`src/rtl/vga_pkg.sv`:
```
// Shared constants, pixel type and font ROM address packing for the
// character renderer and its memory bus.
package vga_pkg;

    localparam int CHR_WIDTH  = 9;
    localparam int CHR_HEIGHT = 16;
    localparam int CHR_COLS   = 70;
    localparam int CHR_ROWS   = 30;
    localparam int CHR_COUNT  = CHR_COLS * CHR_ROWS;

    // 12-bit colour {R4, G4, B4}
    typedef logic [11:0] rgb444_t;

    // Font ROM holds 16 rows per glyph, so the code selects a 16-row block
    function automatic logic [11:0] font_addr_pack(input logic [7:0] code,
                                                   input logic [3:0] row);
        return {code, row};
    endfunction

endpackage

```
`src/rtl/vga_char_renderer_if.sv`:
```
// Read bus from the renderer to the external text RAM and font ROM.
// Both memories return data one clock after the address is presented.
interface vga_char_renderer_if;
    import vga_pkg::CHR_WIDTH;

    logic [11:0]          vram_addr;
    logic [7:0]           vram_data;
    logic [11:0]          font_addr;
    logic [CHR_WIDTH-1:0] font_data;

    modport master (output vram_addr, output font_addr,
                    input  vram_data, input  font_data);
    modport slave  (input  vram_addr, input  font_addr,
                    output vram_data, output font_data);
endinterface

```
`src/rtl/vga_blink_timer.sv`:
```
// Counts vsync rising edges and toggles blink_on every BLINK_FRAMES frames.
module vga_blink_timer #(
    parameter int BLINK_FRAMES = 30
) (
    input  logic pclk,
    input  logic reset,
    input  logic vsync_in,
    output logic blink_on
);

    logic       vsync_q;
    logic [4:0] frame_cnt;
    logic       vsync_rise;

    assign vsync_rise = vsync_in & ~vsync_q;

    // Edge detector history plus frame counter with wrap-and-toggle
    always_ff @(posedge pclk or posedge reset) begin
        if (reset) begin
            vsync_q   <= 1'b0;
            frame_cnt <= 5'd0;
            blink_on  <= 1'b1;
        end else begin
            vsync_q <= vsync_in;
            if (vsync_rise) begin
                if (frame_cnt == 5'(BLINK_FRAMES - 1)) begin
                    frame_cnt <= 5'd0;
                    blink_on  <= ~blink_on;
                end else begin
                    frame_cnt <= frame_cnt + 5'd1;
                end
            end
        end
    end

endmodule

```
`src/rtl/vga_char_renderer.sv`:
```
// Text-mode pixel generator: character code lookup, glyph row lookup,
// pixel select, cursor underline and colour output, all timing-aligned
// with the delayed sync/valid strobes.
module vga_char_renderer
    import vga_pkg::rgb444_t;
    import vga_pkg::font_addr_pack;
#(
    parameter int LATENCY          = 3,
    parameter int CHR_WIDTH        = 9,
    parameter int CURSOR_ROW_START = 14,
    parameter int BLINK_FRAMES     = 30
) (
    input  logic                 pclk,
    input  logic                 reset,
    input  logic                 hsync_in,
    input  logic                 vsync_in,
    input  logic                 valid_in,
    input  logic                 chr_disp_valid,
    input  logic [11:0]          chr_addr,
    input  logic [3:0]           cur_chr_x,
    input  logic [3:0]           cur_chr_y,
    vga_char_renderer_if.master  mem,
    input  logic [11:0]          cursor_addr,
    input  logic                 cursor_en,
    input  rgb444_t              fg_color,
    input  rgb444_t              bg_color,
    output logic [3:0]           vga_r,
    output logic [3:0]           vga_g,
    output logic [3:0]           vga_b,
    output logic                 hsync_out,
    output logic                 vsync_out,
    output logic                 valid_out
);

    localparam logic [3:0] LAST_COL = 4'(CHR_WIDTH - 1);

    logic [3:0]  x_p1, y_p1, x_p2, y_p2;
    logic [11:0] addr_p1, addr_p2;
    logic        disp_p1, disp_p2;
    logic [2:0]  sync_p [1:LATENCY];   // {hsync, vsync, valid}
    logic        vld_p2;
    rgb444_t     rgb_p3;

    logic        blink_on;
    logic [3:0]  pix_idx;
    logic        pix;
    logic        cursor_hit;
    rgb444_t     color;
    rgb444_t     rgb_next;

    vga_blink_timer #(.BLINK_FRAMES(BLINK_FRAMES)) u_blink (
        .pclk     (pclk),
        .reset    (reset),
        .vsync_in (vsync_in),
        .blink_on (blink_on)
    );

    // ---- stage 0: text RAM address straight from the controller ----
    assign mem.vram_addr = chr_addr;

    // ---- stage 1: code arrives from text RAM, build glyph row address ----
    assign mem.font_addr = font_addr_pack(mem.vram_data, y_p1);

    // Cell position and display flag ride along with the memory lookups
    always_ff @(posedge pclk or posedge reset) begin
        if (reset) begin
            x_p1    <= '0;
            y_p1    <= '0;
            addr_p1 <= '0;
            disp_p1 <= 1'b0;
            x_p2    <= '0;
            y_p2    <= '0;
            addr_p2 <= '0;
            disp_p2 <= 1'b0;
        end else begin
            x_p1    <= cur_chr_x;
            y_p1    <= cur_chr_y;
            addr_p1 <= chr_addr;
            disp_p1 <= chr_disp_valid;
            x_p2    <= x_p1;
            y_p2    <= y_p1;
            addr_p2 <= addr_p1;
            disp_p2 <= disp_p1;
        end
    end

    // Sync and active-video strobes delayed to match the RGB path
    always_ff @(posedge pclk or posedge reset) begin
        if (reset) begin
            for (int i = 1; i <= LATENCY; i++) sync_p[i] <= '0;
        end else begin
            sync_p[1] <= {hsync_in, vsync_in, valid_in};
            for (int i = 2; i <= LATENCY; i++) sync_p[i] <= sync_p[i-1];
        end
    end

    assign vld_p2 = sync_p[2][0];

    // ---- stage 2: glyph row arrives, pick pixel, overlay cursor ----
    // Bit LAST_COL is the leftmost pixel; columns past the glyph are blank
    always_comb begin
        pix_idx    = LAST_COL - x_p2;
        pix        = (x_p2 <= LAST_COL) ? mem.font_data[pix_idx] : 1'b0;
        cursor_hit = cursor_en & blink_on & (addr_p2 == cursor_addr)
                     & (y_p2 >= 4'(CURSOR_ROW_START));
        color      = (pix | cursor_hit) ? fg_color : bg_color;
        if (!vld_p2)       rgb_next = '0;
        else if (!disp_p2) rgb_next = bg_color;
        else               rgb_next = color;
    end

    // ---- stage 3: registered colour output ----
    always_ff @(posedge pclk or posedge reset) begin
        if (reset) rgb_p3 <= '0;
        else       rgb_p3 <= rgb_next;
    end

    assign vga_r = rgb_p3[11:8];
    assign vga_g = rgb_p3[7:4];
    assign vga_b = rgb_p3[3:0];
    assign {hsync_out, vsync_out, valid_out} = sync_p[LATENCY];

endmodule

```
`src/flat_wrapper.sv`:
```
// flat-port wrapper written by rule: the top's interface ports become plain ports
module vga_char_renderer_flat import vga_pkg::rgb444_t; import vga_pkg::font_addr_pack;
#(
    parameter int LATENCY          = 3,
    parameter int CHR_WIDTH        = 9,
    parameter int CURSOR_ROW_START = 14,
    parameter int BLINK_FRAMES     = 30
)
  (pclk, reset, hsync_in, vsync_in, valid_in, chr_disp_valid, chr_addr, cur_chr_x, cur_chr_y, cursor_addr, cursor_en, fg_color, bg_color, vga_r, vga_g, vga_b, hsync_out, vsync_out, valid_out, mem_vram_addr, mem_font_addr, mem_vram_data, mem_font_data);
  vga_char_renderer_if mem_i ();
  input  logic pclk;
  input  logic reset;
  input  logic hsync_in;
  input  logic vsync_in;
  input  logic valid_in;
  input  logic chr_disp_valid;
  input  logic [11:0] chr_addr;
  input  logic [3:0] cur_chr_x;
  input  logic [3:0] cur_chr_y;
  input  logic [11:0] cursor_addr;
  input  logic cursor_en;
  input  rgb444_t fg_color;
  input  rgb444_t bg_color;
  output logic [3:0] vga_r;
  output logic [3:0] vga_g;
  output logic [3:0] vga_b;
  output logic hsync_out;
  output logic vsync_out;
  output logic valid_out;
  output wire logic [$bits(mem_i.vram_addr)-1:0] mem_vram_addr;
  output wire logic [$bits(mem_i.font_addr)-1:0] mem_font_addr;
  input wire logic [$bits(mem_i.vram_data)-1:0] mem_vram_data;
  input wire logic [$bits(mem_i.font_data)-1:0] mem_font_data;
  assign mem_vram_addr = mem_i.vram_addr;
  assign mem_font_addr = mem_i.font_addr;
  assign mem_i.vram_data = mem_vram_data;
  assign mem_i.font_data = mem_font_data;
  vga_char_renderer #(.LATENCY(LATENCY), .CHR_WIDTH(CHR_WIDTH), .CURSOR_ROW_START(CURSOR_ROW_START), .BLINK_FRAMES(BLINK_FRAMES)) u_core (.pclk(pclk), .reset(reset), .hsync_in(hsync_in), .vsync_in(vsync_in), .valid_in(valid_in), .chr_disp_valid(chr_disp_valid), .chr_addr(chr_addr), .cur_chr_x(cur_chr_x), .cur_chr_y(cur_chr_y), .mem(mem_i), .cursor_addr(cursor_addr), .cursor_en(cursor_en), .fg_color(fg_color), .bg_color(bg_color), .vga_r(vga_r), .vga_g(vga_g), .vga_b(vga_b), .hsync_out(hsync_out), .vsync_out(vsync_out), .valid_out(valid_out));
endmodule
```
`config.mk`:
```
export PLATFORM = sky130hd
export DESIGN_NAME = vga_char_renderer_flat
export DESIGN_NICKNAME = d
export VERILOG_FILES = /design/src/rtl/vga_pkg.sv /design/src/rtl/vga_char_renderer_if.sv /design/src/rtl/vga_blink_timer.sv /design/src/rtl/vga_char_renderer.sv /design/src/flat_wrapper.sv
export SDC_FILE = /design/constraint.sdc
export NUM_CORES = 1
export LEC_CHECK = 0
export BUFFER_PORTS_ARGS = -buffer_cell sky130_fd_sc_hd__buf_2
export CORE_MARGIN = 1
export CORE_UTILIZATION = 30
export DETAILED_ROUTE_END_ITERATION = 12
export GPL_ROUTABILITY_DRIVEN = 0
export PLACE_DENSITY_LB_ADDON = 0.3
export SYNTH_ARGS = -nofsm -noshare
export SYNTH_HDL_FRONTEND = slang
export SYNTH_SLANG_ARGS = --single-unit
```
`constraint.sdc`:
```
create_clock -name pclk -period 4.8 [get_ports pclk]
set_clock_uncertainty 0.2 [all_clocks]
set_input_delay 0.48 -clock pclk [delete_from_list [all_inputs] [get_ports pclk]]
set_output_delay 0.48 -clock pclk [all_outputs]
set_load 0.1 [all_outputs]
```
==> results.md <==
- Placement Setup Slack: 2.26 ns
- Total I/O pin count: about 120
- Part of the cycle the worst path needs: between 50% and 60%
- Initial Util: 30.9%
- CTS tree: yes
- Met2 Use GR: about a fifth
- Gate power share: 19.8%
- Setup Fix Bufs, Post-CTS: 0
- Fmax: 394 MHz
- Area contributors post-synth: dfrtp_1 (66%), buf_4 (5.9%), mux2i_1 (4.7%)
- Crit path arrival time: ~2.6 ns
- Setup crit start kind: register
- Setup Crit Path Kind: reg2reg
- First DRT Iteration DRCs: 83
- Synthesized Nets: between 200 and 300
- Compound-cell area share of the yosys netlist: under 10%
- Clk_lat worst skew: about 0.33 ns
- Worst Path Buf+Inv: 1
- Final min period: 2.54 ns
- Critical Path RT: just under 5 ns
- TritonCTS Buffers: 9
- Drt first pass iters: 4
- Switching portion of total power: between 30% and 40%
- Global route overflow: 0
- Crit path max fanout: 12
- Setup TNS: 0 ns
- Nets: approximately 360
- # diodes: 0
- Chip width: about 94 µm
- Setup repair after global routing missed its margin: no
- Fin. max-slew vios: 0
- Max-Slew Margin vs Limit: a little over two fifths
- Remaining DRCs: 0
- Primary FF master, synth: dfrtp_1
- Full die area: slightly below 9000 µm²
- Post-Synth XOR/XNOR Area: slightly below 5%
- Worst-margin pin slew: 0.870 ns
- Clock Sinks: 68
- Sequential area share after synthesis: 67.0%
- Final Hold Viols: 0
- Cell family with most CP delay: compound AO/OA/AOI/OAI gates
- Max-cap viol count: 0
- IO Port Bufs: a little over 100
- Cell Pwr Density: roughly 410 nW/µm²
- Endpoint class of the critical path: register
- Critical Path Source: u_core.x_p2[0]
- VDD IR max: approximately 0.15 mV
- Worst path cell trace: inv_1, ha_1, nor3_1, and3_1, a32oi_1, o211ai_2, mux2i_1
- Dpl cell area: 3020 µm²
- Syn avg cell area: about 13 µm²
- Final Util: around two fifths
- Largest net degree at the start of global routing: between 40 and 50
- Mux share of post-synthesis cell area: under 10%
- Clock power share: between 30 and 40%
- Clk root buf: clkbuf_8
- Layout cell share with drive strength beyond 1: a little over two fifths
- Synth-to-Final Area Change: 25.4%
- Routed len/inst: 11.6 µm
- Sequential Power Share: roughly 50%
- Async S/R FF share, synth: 100%
- Clock slew at reported path FFs: about 0.07 ns
- DP Wirelength: 3.35 mm
- Yosys warning count: 0
- Vias/cell: around 4.2
- DIE HEIGHT: 94.0 µm
- Hold buffer count at cts: 0
- FF-to-FF Start: u_core.x_p2[0]
- Area leader, netlist: dfrtp_1
- Most common cell in the netlist: dfrtp_1
- Internal cell power: approximately 0.9 mW
- HP Class: in2reg
- Net Switching: 0.426 mW
- Status: finished clean
- Endpoints failing setup: 0
- Routed wire length: approximately 4.5 mm
- #FFs+latches synth: roughly 70
- Final worst-path setup slack: between 2 and 2.5 ns
- Worst Hold Launch: cur_chr_y[0]
- Mapped Cells: 190
- GRT busiest layer: met2
- CP max-delay cell: o211ai_2
- Top cells by count, synth: dfrtp_1 (67), nand2_1 (29), buf_4 (20)
- First-pass GRT wire length: ~7.5 mm
- Core area: 8220 µm²
- Cell row count: 33
- Grt met1 use: 12.9%
- Simple-gate share of the synthesized area: under 10%
- Post-Synth Adder-Cell Area: 1.48%
- Htree depth: 3
- Main combinational cell family by area after synthesis: simple AND/OR/NAND/NOR gates
- Vias in the first global route: 1695
- Vias: 1648
- Synth cell types: 32
- Antenna violations before repair: 0
- Static leakage: between 1.5 and 2 nW
- CP max stage delay: 0.69 ns
- Total power: about 1.3 mW
- Area share of the largest cell type after synthesis: 66.0%
- Finished Cell Area: between 3000 and 4000 µm²
- CTS Buffer Depth: 2
- Tot GR Track Use: 11.6%
- Met3 Track Usage GR: under 10%
- Cell Area, Synth: roughly 2500 µm²
- PostCTS Resize Cnt: 0
- EDFF count, synth: 0
- Post-DRT Antenna Nets: 0
## layout by cell type, fill, tap and decap left out, types with 2 or more instances in the layout
cell type,synthesis,final
nor2_1,4,4
nor3b_1,2,2
nand3_1,2,2
o21ai_0,3,3
clkbuf_8,0,9
o31ai_1,3,3
nor3_1,4,4
xnor2_1,13,13
clkinvlp_4,0,2
mux2i_1,12,12
dfrtp_1,67,67
inv_1,4,3
nand4_1,3,3
nand2_1,29,29
ha_1,3,3
buf_2,0,102
a21o_1,2,2
clkinv_2,0,4
## power groups by stage
stage / combinational (mW) / sequential [mW] / clock (mW)
finish: 0.258 / 0.654 / 0.394
global route: 0.279 / 0.662 / 0.442
CTS: 0.262 / 0.655 / 0.417
detailed placement: 0.262 / 0.665 / 0
global placement: 0.259 / 0.665 / 0
floorplan: 0.160 / 0.739 / 0
## cell type report
class                      instances  area, µm²
inverter                           4       15.0
multi-input combinational         94        651
sequential                        68       1700
clock buffer                       9        124
timing repair buffer             103        518
clock inverter                     7       43.8
tap                              105        131
fill                             824       5030
## sequential cells by signal, indices dropped and copies added (netlist names), 3 cells and up
signal	flops
u_core.x_p2	4
u_core.u_blink.frame_cnt	5
u_core.y_p2	3
u_core.addr_p1	12
u_core.x_p1	4
u_core.rgb_p3	12
u_core.sync_p	6
u_core.y_p1	4
u_core.addr_p2	12
## layer usage
metal / part of all wire (%) / vias up
met3: 8.9 / 10
met2: 49 / 74
met5: 0 / -
li1: - / 792
met4: 2.6 / 0
met1: 39 / 772
## cells by family after synthesis
group,count (synthesis)
mux,14
compound gates,13
simple gates,50
xor+xnor,14
buf+inv,28
flops,68
fa+ha+maj,3
## stage by stage
step / hold slack [ns] / std cells
final: 0.0456 / 390
after global routing: 0.0298 / 390
after CTS: 0.0251 / 390
after detailed placement: 0.135 / 374
after global placement: 0.131 / 374
after floorplan: 0.131 / 190
## worst paths after layout
path | slack (ns) | depth (start not counted) | to
setup / recovery | 2.26 | 7 | u_core.rgb_p3[7]
hold / removal | 0.05 | 1 | u_core.y_p1[0]
setup reg to reg | 2.26 | 7 | u_core.rgb_p3[7]
hold reg to reg | 0.15 | 0 | u_core.addr_p2[0]
max in group asynchronous | 3.37 | 3 | u_core.u_blink.blink_on
min in group asynchronous | 0.12 | 2 | u_core.sync_p[6]
(Power assumes the default switching activity.)
